===== src/rtl/oclib_packet_fifo.sv =====
// oclib_packet_fifo: single-clock store-and-forward packet FIFO.
// A packet becomes visible at the output only after its last beat commits.
// Dropped (inDrop on the last beat) and oversize packets are discarded whole.
// Optional macro OCLIB_PACKET_FIFO_DROP_COUNT_EN builds a 16-bit saturating
// drop counter; without it dropCount is tied to zero.
module oclib_packet_fifo #(
    parameter int  Width       = 32,
    parameter int  Depth       = 64,
    parameter type DataType    = logic [Width-1:0],
    parameter int  AlmostFull  = Depth - 8,
    parameter int  AlmostEmpty = 8
) (
    input  logic                       clock,
    input  logic                       resetN,
    input  DataType                    inData,
    input  logic                       inValid,
    input  logic                       inLast,
    input  logic                       inDrop,
    output logic                       inReady,
    output DataType                    outData,
    output logic                       outLast,
    output logic                       outValid,
    input  logic                       outReady,
    output logic [$clog2(Depth+1)-1:0] level,
    output logic [$clog2(Depth+1)-1:0] packetCount,
    output logic                       almostFull,
    output logic                       almostEmpty,
    output logic                       dropPulse,
    output logic [15:0]                dropCount
);

    localparam int AW = $clog2(Depth);
    localparam int PW = AW + 1;
    localparam int LW = $clog2(Depth + 1);
    localparam int DW = $bits(DataType);

    if (Depth < 4 || (Depth & (Depth - 1)) != 0) begin : g_bad_depth
        $error("oclib_packet_fifo: Depth must be a power of two >= 4");
    end

    typedef logic [PW-1:0] ptr_t;
    typedef enum logic {PASS, DISCARD} state_e;

    state_e          state_q, state_d;
    ptr_t            wrPtr_q, wrPtr_d;
    ptr_t            commitPtr_q, commitPtr_d;
    ptr_t            rdPtr_q, rdPtr_d;
    ptr_t            memFill, fill_d;
    logic            outValid_q, outValid_d;
    logic            outLast_q;
    DataType         outData_q;
    logic [LW-1:0]   level_q, level_d;
    logic [LW-1:0]   pktCnt_q, pktCnt_d;
    logic            aFull_q, aEmpty_q;
    logic            dropPulse_q, dropPulse_d;
    logic            inReady_q, inReady_d;
    logic [DW:0]     mem_q [Depth];

    logic accept, wrEn, commit, rewind, overflow, discEnd, outPop, load;

    assign memFill  = wrPtr_q - rdPtr_q;
    assign accept   = inValid && inReady_q;
    assign wrEn     = accept && (state_q == PASS);
    assign commit   = wrEn && inLast && !inDrop;
    assign rewind   = wrEn && inLast && inDrop;
    // An uncommitted packet that would occupy every entry can never commit:
    // abandon it and swallow the rest of its beats.
    assign overflow = wrEn && !inLast && (memFill == ptr_t'(Depth - 1))
                      && (commitPtr_q == rdPtr_q);
    assign discEnd  = accept && (state_q == DISCARD) && inLast;
    assign outPop   = outValid_q && outReady && outLast_q;
    assign load     = (!outValid_q || outReady) && (rdPtr_q != commitPtr_q);

    // Next-state for pointers, state, counters and registered flags.
    always_comb begin
        wrPtr_d     = wrPtr_q;
        commitPtr_d = commitPtr_q;
        rdPtr_d     = rdPtr_q;
        state_d     = state_q;
        pktCnt_d    = pktCnt_q;
        outValid_d  = outValid_q;
        if (wrEn)               wrPtr_d = wrPtr_q + 1'b1;
        if (rewind || overflow) wrPtr_d = commitPtr_q;
        if (commit)             commitPtr_d = wrPtr_q + 1'b1;
        if (load)               rdPtr_d = rdPtr_q + 1'b1;
        if (overflow)           state_d = DISCARD;
        else if (discEnd)       state_d = PASS;
        if (commit && !outPop)  pktCnt_d = pktCnt_q + 1'b1;
        else if (!commit && outPop) pktCnt_d = pktCnt_q - 1'b1;
        if (load)               outValid_d = 1'b1;
        else if (outReady)      outValid_d = 1'b0;
        fill_d      = wrPtr_d - rdPtr_d;
        level_d     = LW'(fill_d) + LW'(outValid_d);
        inReady_d   = (state_d == DISCARD) || (fill_d < ptr_t'(Depth));
        dropPulse_d = rewind || discEnd;
    end

    // Control registers, output stage and flags.
    always_ff @(posedge clock) begin
        if (!resetN) begin
            state_q     <= PASS;
            wrPtr_q     <= '0;
            commitPtr_q <= '0;
            rdPtr_q     <= '0;
            outValid_q  <= 1'b0;
            outLast_q   <= 1'b0;
            outData_q   <= '0;
            level_q     <= '0;
            pktCnt_q    <= '0;
            aFull_q     <= 1'b0;
            aEmpty_q    <= 1'b1;
            dropPulse_q <= 1'b0;
            inReady_q   <= 1'b0;
        end else begin
            state_q     <= state_d;
            wrPtr_q     <= wrPtr_d;
            commitPtr_q <= commitPtr_d;
            rdPtr_q     <= rdPtr_d;
            outValid_q  <= outValid_d;
            if (load) begin
                outLast_q <= mem_q[rdPtr_q[AW-1:0]][DW];
                outData_q <= DataType'(mem_q[rdPtr_q[AW-1:0]][DW-1:0]);
            end
            level_q     <= level_d;
            pktCnt_q    <= pktCnt_d;
            aFull_q     <= int'(level_d) >= AlmostFull;
            aEmpty_q    <= int'(level_d) <= AlmostEmpty;
            dropPulse_q <= dropPulse_d;
            inReady_q   <= inReady_d;
        end
    end

    // Beat storage: {last, data}; contents are meaningless outside the pointers.
    always_ff @(posedge clock) begin
        if (resetN && wrEn) mem_q[wrPtr_q[AW-1:0]] <= {inLast, DW'(inData)};
    end

`ifdef OCLIB_PACKET_FIFO_DROP_COUNT_EN
    logic [15:0] dropCnt_q;

    // Saturating count of discarded packets, cleared only by reset.
    always_ff @(posedge clock) begin
        if (!resetN)                                 dropCnt_q <= '0;
        else if (dropPulse_d && dropCnt_q != 16'hFFFF) dropCnt_q <= dropCnt_q + 16'd1;
    end

    assign dropCount = dropCnt_q;
`else
    assign dropCount = 16'd0;
`endif

    assign inReady     = inReady_q;
    assign outData     = outData_q;
    assign outLast     = outLast_q;
    assign outValid    = outValid_q;
    assign level       = level_q;
    assign packetCount = pktCnt_q;
    assign almostFull  = aFull_q;
    assign almostEmpty = aEmpty_q;
    assign dropPulse   = dropPulse_q;

endmodule


===== config.mk =====
export PLATFORM = sky130hd
export DESIGN_NAME = oclib_packet_fifo
export DESIGN_NICKNAME = d
export VERILOG_FILES = /design/src/rtl/oclib_packet_fifo.sv
export SDC_FILE = /design/constraint.sdc
export NUM_CORES = 2
export LEC_CHECK = 0
export ABC_AREA = 1
export CAP_MARGIN = 10
export CORE_MARGIN = 2
export CORE_UTILIZATION = 57
export DETAILED_ROUTE_END_ITERATION = 8
export DONT_BUFFER_PORTS = 1
export PLACE_DENSITY_LB_ADDON = 0.08
export SETUP_SLACK_MARGIN = 0.2
export SYNTH_ARGS = -nofsm -noshare
export SYNTH_HDL_FRONTEND = slang
export SYNTH_SLANG_ARGS = --single-unit

===== constraint.sdc =====
create_clock -name clock -period 7.68 [get_ports clock]
set_input_delay 1.536 -clock clock [delete_from_list [all_inputs] [get_ports clock]]
set_output_delay 1.536 -clock clock [all_outputs]
set_load 0.02 [all_outputs]

Word-level counts from Yosys, hierarchy flattened
Memories as Yosys holds them, arrays and structs flattened. A register that Yosys moved wholly into a read port is not among the register bits.
Index checks and enable logic that the tools add are counted.
{"block": "totals", "ff_bits": 41, "ramBits": 2112, "in_bits": 38, "output_inout_bits": 68, "mem_count": 1}
{"block": "op_classes", "n_addsub": 7, "n_lt_le_gt_ge": 3, "eq_ne": 3, "n_mux": 11, "bitwise": 1, "n_reduce_logical": 27}
{"memory": "mem_q", "depth": 64, "word_bits": 33, "rd": 1, "rd_ports_with_merged_regs": 1, "write_ports": 1, "line_no": "57", "rtl": "logic [DW:0] mem_q [Depth];"}
{"op": "$mux W7", "n": 5}
{"op": "$add A7 B1 Y7 const B", "n": 3}
{"op": "$logic_and A1 B1 Y1", "n": 16}
{"op": "$sub A7 B7 Y7", "n": 2}
{"op": "$add A7 B1 Y7", "n": 1}
{"op": "$eq A7 B6 Y1 const B", "n": 1}
{"op": "$eq A7 B7 Y1", "n": 1}
{"op": "$ge A7 B6 Y1 const B", "n": 1}
{"op": "$le A7 B4 Y1 const B", "n": 1}
{"op": "$lt A7 B7 Y1 const B", "n": 1}
{"op": "$ne A7 B7 Y1", "n": 1}
{"op": "$sub A7 B1 Y7 const B", "n": 1}
{"op": "$logic_not A1 Y1", "n": 6}
{"op": "$mux W1", "n": 6}
{"op": "$logic_or A1 B1 Y1", "n": 4}
{"op": "$reduce_bool A2 Y1", "n": 1}
{"op": "$not A1 Y1", "n": 1}

Longest topological paths before layout
{"block": "logic_depth", "word_depth": 10, "mapped_depth": 34, "depth_no_buf": 31}

Worst setup path after synthesis
No wires, ideal clock.
{"block": "synth_path", "path_kind": "input port to flip-flop", "startpoint": "in inValid", "endpoint": "reg aEmpty_q (netlist: almostEmpty)", "setup_time_ns": 0.112, "arrival_time_ns": 4.371, "required_time_ns": 7.568, "path_slack_ns": 3.197, "path_stages": 21, "cell_sequence": "nand3_2 > nor3_1 > nand3_1 > nor2_1 > nand2_2 > nand2_4 > inv_1 > or2_2 > o21ai_0 > inv_1 > ha_1 > inv_1 > o31ai_1 > a21oi_1 > o21bai_1 > xnor2_1 > nand2_1 > a21oi_1 > nand3_1 > nand2_2 > nor2_1"}
{"block": "synth_via", "elab_chain_len": 10}
{"element": "start: declaration", "line_no": "16", "rtl": "input logic inValid,"}
{"element": "$logic_and A1 B1 Y1 *", "line_no": "62", "rtl": "assign accept = inValid && inReady_q;"}
{"element": "$logic_and A1 B1 Y1 *", "line_no": "63", "rtl": "assign wrEn = accept && (state_q == PASS);"}
{"element": "$logic_and A1 B1 Y1 (2 in a row)", "line_no": "68", "rtl": "assign overflow = wrEn && !inLast && (memFill == ptr_t'(Depth - 1))"}
{"element": "$logic_and A1 B1 Y1", "line_no": "69", "rtl": "&& (commitPtr_q == rdPtr_q);"}
{"element": "$logic_or A1 B1 Y1", "line_no": "83", "rtl": "if (rewind || overflow) wrPtr_d = commitPtr_q;"}
{"element": "$mux W7 *", "line_no": "83"}
{"element": "net wrPtr_d[3]", "line_no": "45", "rtl": "ptr_t wrPtr_q, wrPtr_d;"}
{"element": "$sub A7 B7 Y7 *", "line_no": "92", "rtl": "fill_d = wrPtr_d - rdPtr_d;"}
{"element": "$add A7 B1 Y7 *", "line_no": "93", "rtl": "level_d = LW'(fill_d) + LW'(outValid_d);"}
{"element": "$le A7 B4 Y1 *", "line_no": "127", "rtl": "aEmpty_q <= int'(level_d) <= AlmostEmpty;"}
{"element": "end signal: assignment", "line_no": "127"}
{"element": "end: declaration", "line_no": "54", "rtl": "logic aFull_q, aEmpty_q;"}
Mark *: on every way through the listed nets, which the timed path passes. The rest lies on a longest branch.
A chain may end at the register's enable or synchronous reset.

Worst setup path in the final report
{"block": "layout_path", "startpoint": "reg rdPtr_q[2]", "endpoint": "reg aEmpty_q (netlist: almostEmpty)"}
{"block": "layout_via", "elab_chain_len": 9}
{"element": "start: declaration", "line_no": "47", "rtl": "ptr_t rdPtr_q, rdPtr_d;"}
{"element": "start signal: assignment", "line_no": "118", "rtl": "rdPtr_q <= rdPtr_d;"}
{"element": "$sub A7 B7 Y7", "line_no": "61", "rtl": "assign memFill = wrPtr_q - rdPtr_q;"}
{"element": "$eq A7 B6 Y1", "line_no": "68"}
{"element": "$logic_and A1 B1 Y1", "line_no": "68"}
{"element": "$logic_and A1 B1 Y1 *", "line_no": "69"}
{"element": "$logic_or A1 B1 Y1 *", "line_no": "83"}
{"element": "$mux W7 *", "line_no": "83"}
{"element": "net wrPtr_d[2]", "line_no": "45"}
{"element": "$sub A7 B7 Y7 *", "line_no": "92"}
{"element": "$add A7 B1 Y7 *", "line_no": "93"}
{"element": "$le A7 B4 Y1 *", "line_no": "127"}
Marked as above.

==> PnR_summary.wiki <==
{| class="wikitable"
! Metric !! Value
|-
| Final hold violation count || 0
|-
| Worst-path cell with the longest stage delay || sky130_fd_sc_hd__dfxtp_4
|-
| Fraction of the yosys area taken by sequential cells || 75.41%
|-
| Total standard cell area after synthesis || 0.08607 mm²
|-
| Synth Area per Inst || 13.25 µm²
|-
| Worst setup path startpoint || rdPtr_q[2]$_SDFF_PN0_
|-
| Initial Utilization || 57.40%
|-
| Layout Cell Area excl Fill || 0.09496 mm²
|-
| Post-Place Cells || just over 8,000
|-
| Number of iterations in the first detailed-routing pass || 6
|-
| Unrepaired setup endpoints after global routing || false
|-
| Cell count after synthesis || around 6,500
|-
| Leak Pwr || roughly 30 nW
|-
| Global-route wire length before repair || 341.3 mm
|-
| Remaining number of nets flagged by the antenna check after routing || 0
|-
| Leftover overflow at the end of global routing || 0
|-
| Leading area contributor after synthesis || sky130_fd_sc_hd__edfxtp_1
|-
| Largest net degree at the start of global routing || 221
|-
| Required @ worst endpoint || 8.41 ns
|-
| Post-synth EDFFs || 2,112
|-
| Cell with the most instances after synthesis || sky130_fd_sc_hd__edfxtp_1
|-
| Arrival @ worst endpoint || 5.79 ns
|-
| Placement Cell Area || 0.08808 mm²
|-
| Floorplan row count || ~140
|-
| Global placer's final weighted congestion || 0.8461
|-
| Share of async-settable or async-resettable flops after synthesis || 0%
|-
| Flip-flop and latch count after synthesis || 2,186
|-
| Area Growth Syn to Fin || 10.33%
|-
| Clock tree from TritonCTS || built
|-
| Via count normalized by instance count || 6.411
|-
| Setup TNS || 0 ns
|-
| Max rail drop VDD || 297.2 µV
|-
| Total number of nets in the final design || 6,421
|-
| Post-route core utilization || 63.33%
|-
| Clock period minus worst slack || just over 5 ns
|-
| Proportion of layout cells with a drive suffix above 1 || 8.018%
|-
| Largest stage delay, worst path || 0.84 ns
|-
| Number of design-rule violations left by the first detailed-router iteration || around 6,000
|-
| Die Footprint || 0.1541 mm²
|-
| Status || completed
|-
| Via count of the first global-routing pass || 51,938
|-
| Number of H-tree levels || 4
|-
| Io pins || 106
|-
| Number of distinct library cells after synthesis || 49
|-
| Most frequent CP cell || sky130_fd_sc_hd__inv_1
|-
| Worst Tran Pin Value || 1.226 ns
|-
| Main flop type after synthesis || sky130_fd_sc_hd__edfxtp_1
|-
| Max-slew violation count || 0
|-
| Hold Slack || 0.5626 ns
|-
| Clock root buffer || sky130_fd_sc_hd__clkbuf_16
|-
| Routed wire length per instance || roughly 27 µm
|-
| Number of antenna violations at the first check in global routing || 4
|-
| Via count || about 55,000
|-
| Worst hold start || packetCount[6]$_SDFFE_PN0P_
|-
| Worst skew pair latency || 0.84 ns
|-
| Critical path capture point type || flip-flop
|-
| Finish-stage setup viols || 0
|-
| Category of the most critical setup path || reg -> reg
|-
| Ranking of synthesized cells by area || sky130_fd_sc_hd__edfxtp_1 (74%), sky130_fd_sc_hd__o21ai_0 (7.3%), sky130_fd_sc_hd__nor2_1 (5.9%)
|-
| Clock transition at the registers of the reported paths || 0.06 ns
|-
| Area share of the leading cell type in the synthesized netlist || 73.68%
|-
| Number of buffer cells added on primary ports || 0
|-
| Maximum fanout along the worst path || 51
|-
| Die width || 392.6 µm
|-
| Warning count from the yosys run || 0
|-
| Diodes inserted || 0
|-
| Max cap viols || 0
|-
| Worst-case headroom to the max-slew limit || between 10% and 20%
|-
| Maximum achievable frequency || 197.4 MHz
|-
| CTS Buf Count || ~210
|-
| Final Skew || between 0.02 and 0.03 ns
|-
| Core ar. || ~0.15 mm²
|-
| Post-CTS setup buffer count || 0
|-
| Aggregate routed wire length || 233.6 mm
|-
| PostCTS Resize Cnt || 0
|-
| Clock buffer depth || 3
|-
| Startpoint of the most critical register-to-register path || rdPtr_q[2]$_SDFF_PN0_
|-
| Number of standard cells in the layout, taps in and fillers out || 8,551
|-
| Count of hold-fix buffers inserted at cts || 0
|-
| Hold crit path type || reg -> reg
|-
| Cell Pwr Density || 328.4 mW/mm²
|-
| Cell types with the highest counts after synthesis || sky130_fd_sc_hd__edfxtp_1 (2,112), sky130_fd_sc_hd__nor2_1 (1,347), sky130_fd_sc_hd__o21ai_0 (1,262)
|-
| DR DRC count || 0
|-
| Die Height || 392.6 µm
|-
| DP HPWL || 121.3 mm
|-
| Crit path launch type || flip-flop
|-
| # clock sinks || 2,186
|-
| Tcrit/Tclk final || between 60% and 70%
|-
| Overall Global Routing Usage || between 30% and 40%
|}
[logic make-up (layout without fill, tap and decap cells)]
group           after synthesis  count (layout)  share of synthesized area [%]
compound gates             2065            2065                          13.77
xor+xnor                     21              21                         0.2137
fa+ha+maj                    25              25                         0.3896
buf+inv                     569             595                          2.822
flops                      2186            2186                          75.41
other cells                   1              16                       0.004357
simple gates               1627            1627                          7.392
[worst paths after layout]
| kind | to | slack, ns | cells past startpoint |
|---|---|---|---|
| min | packetCount[6]$_SDFFE_PN0P_ | 0.56 | 2 |
| max | almostEmpty$_SDFF_PN1_ | 2.61 | 25 |
| max reg2reg | almostEmpty$_SDFF_PN1_ | 2.61 | 25 |
| min reg2reg | packetCount[6]$_SDFFE_PN0P_ | 0.56 | 2 |
[routing by layer]
metal / global-route usage (%) / wire [µm] / share of wire (%)
met2: 49.59 / 113300 / 48
met3: 4.884 / 19880 / 8.5
met1: 41.97 / 94680 / 41
met4: 8.485 / 5754 / 2.5
met5: 0 / 0 / 0
[through the flow]
step	setup WS, ns	total power [mW]
floorplan	3.197	18.81
global route	2.235	32.46
CTS	2.653	31.17
detailed placement	2.132	21.00
finish	2.615	31.19
global placement	2.192	20.92
[worst max-delay path, delay by kind of cell, from the launching register on]
family / cells / cell delay [ns]
and+or+nand+nor: 12 / 1.44
AOI/OAI and AO/OA: 5 / 0.99
DFF: 1 / 0.84
adders and majority gates: 2 / 0.83
buffers and inverters: 5 / 0.66
xor gates and xnor gates: 1 / 0.17
[sequential cells by signal, summed over array words and instances (netlist names), 7 cells and up]
register and flops:
commitPtr_q 7, level 7, mem_q 2112, outData 32
packetCount 7, rdPtr_q 7, wrPtr_q 7
[report_power, final]
group | switching (mW) | internal [mW]
Clock | 4.39 | 5.91
Sequential | 0.360 | 13.2
Combinational | 5.25 | 2.06
Total | 10.0 | 21.2
[cells in the final DEF, fill, tap and decap left out, types with 69 or more instances in the layout]
master | netlist | layout
sky130_fd_sc_hd__nand3_1 | 99 | 99
sky130_fd_sc_hd__clkbuf_16 | 0 | 222
sky130_fd_sc_hd__o21ai_0 | 1262 | 1262
sky130_fd_sc_hd__nand2_1 | 145 | 145
sky130_fd_sc_hd__a21oi_1 | 91 | 91
sky130_fd_sc_hd__dfxtp_1 | 74 | 69
sky130_fd_sc_hd__o221ai_1 | 197 | 197
sky130_fd_sc_hd__buf_4 | 32 | 113
sky130_fd_sc_hd__o22ai_1 | 382 | 382
sky130_fd_sc_hd__edfxtp_1 | 2112 | 2112
sky130_fd_sc_hd__nor2_1 | 1347 | 1282
[cell type report]
type | count | area, µm²
clock buffers | 285 | 5902
clock inverters | 108 | 978.4
fillers | 11225 | 54990
inverters | 80 | 330.3
multi-input cells | 3754 | 19280
flip-flops and latches | 2186 | 64920
well taps | 2016 | 2522
repair buffers | 122 | 1028
(Power assumes the default switching activity.)
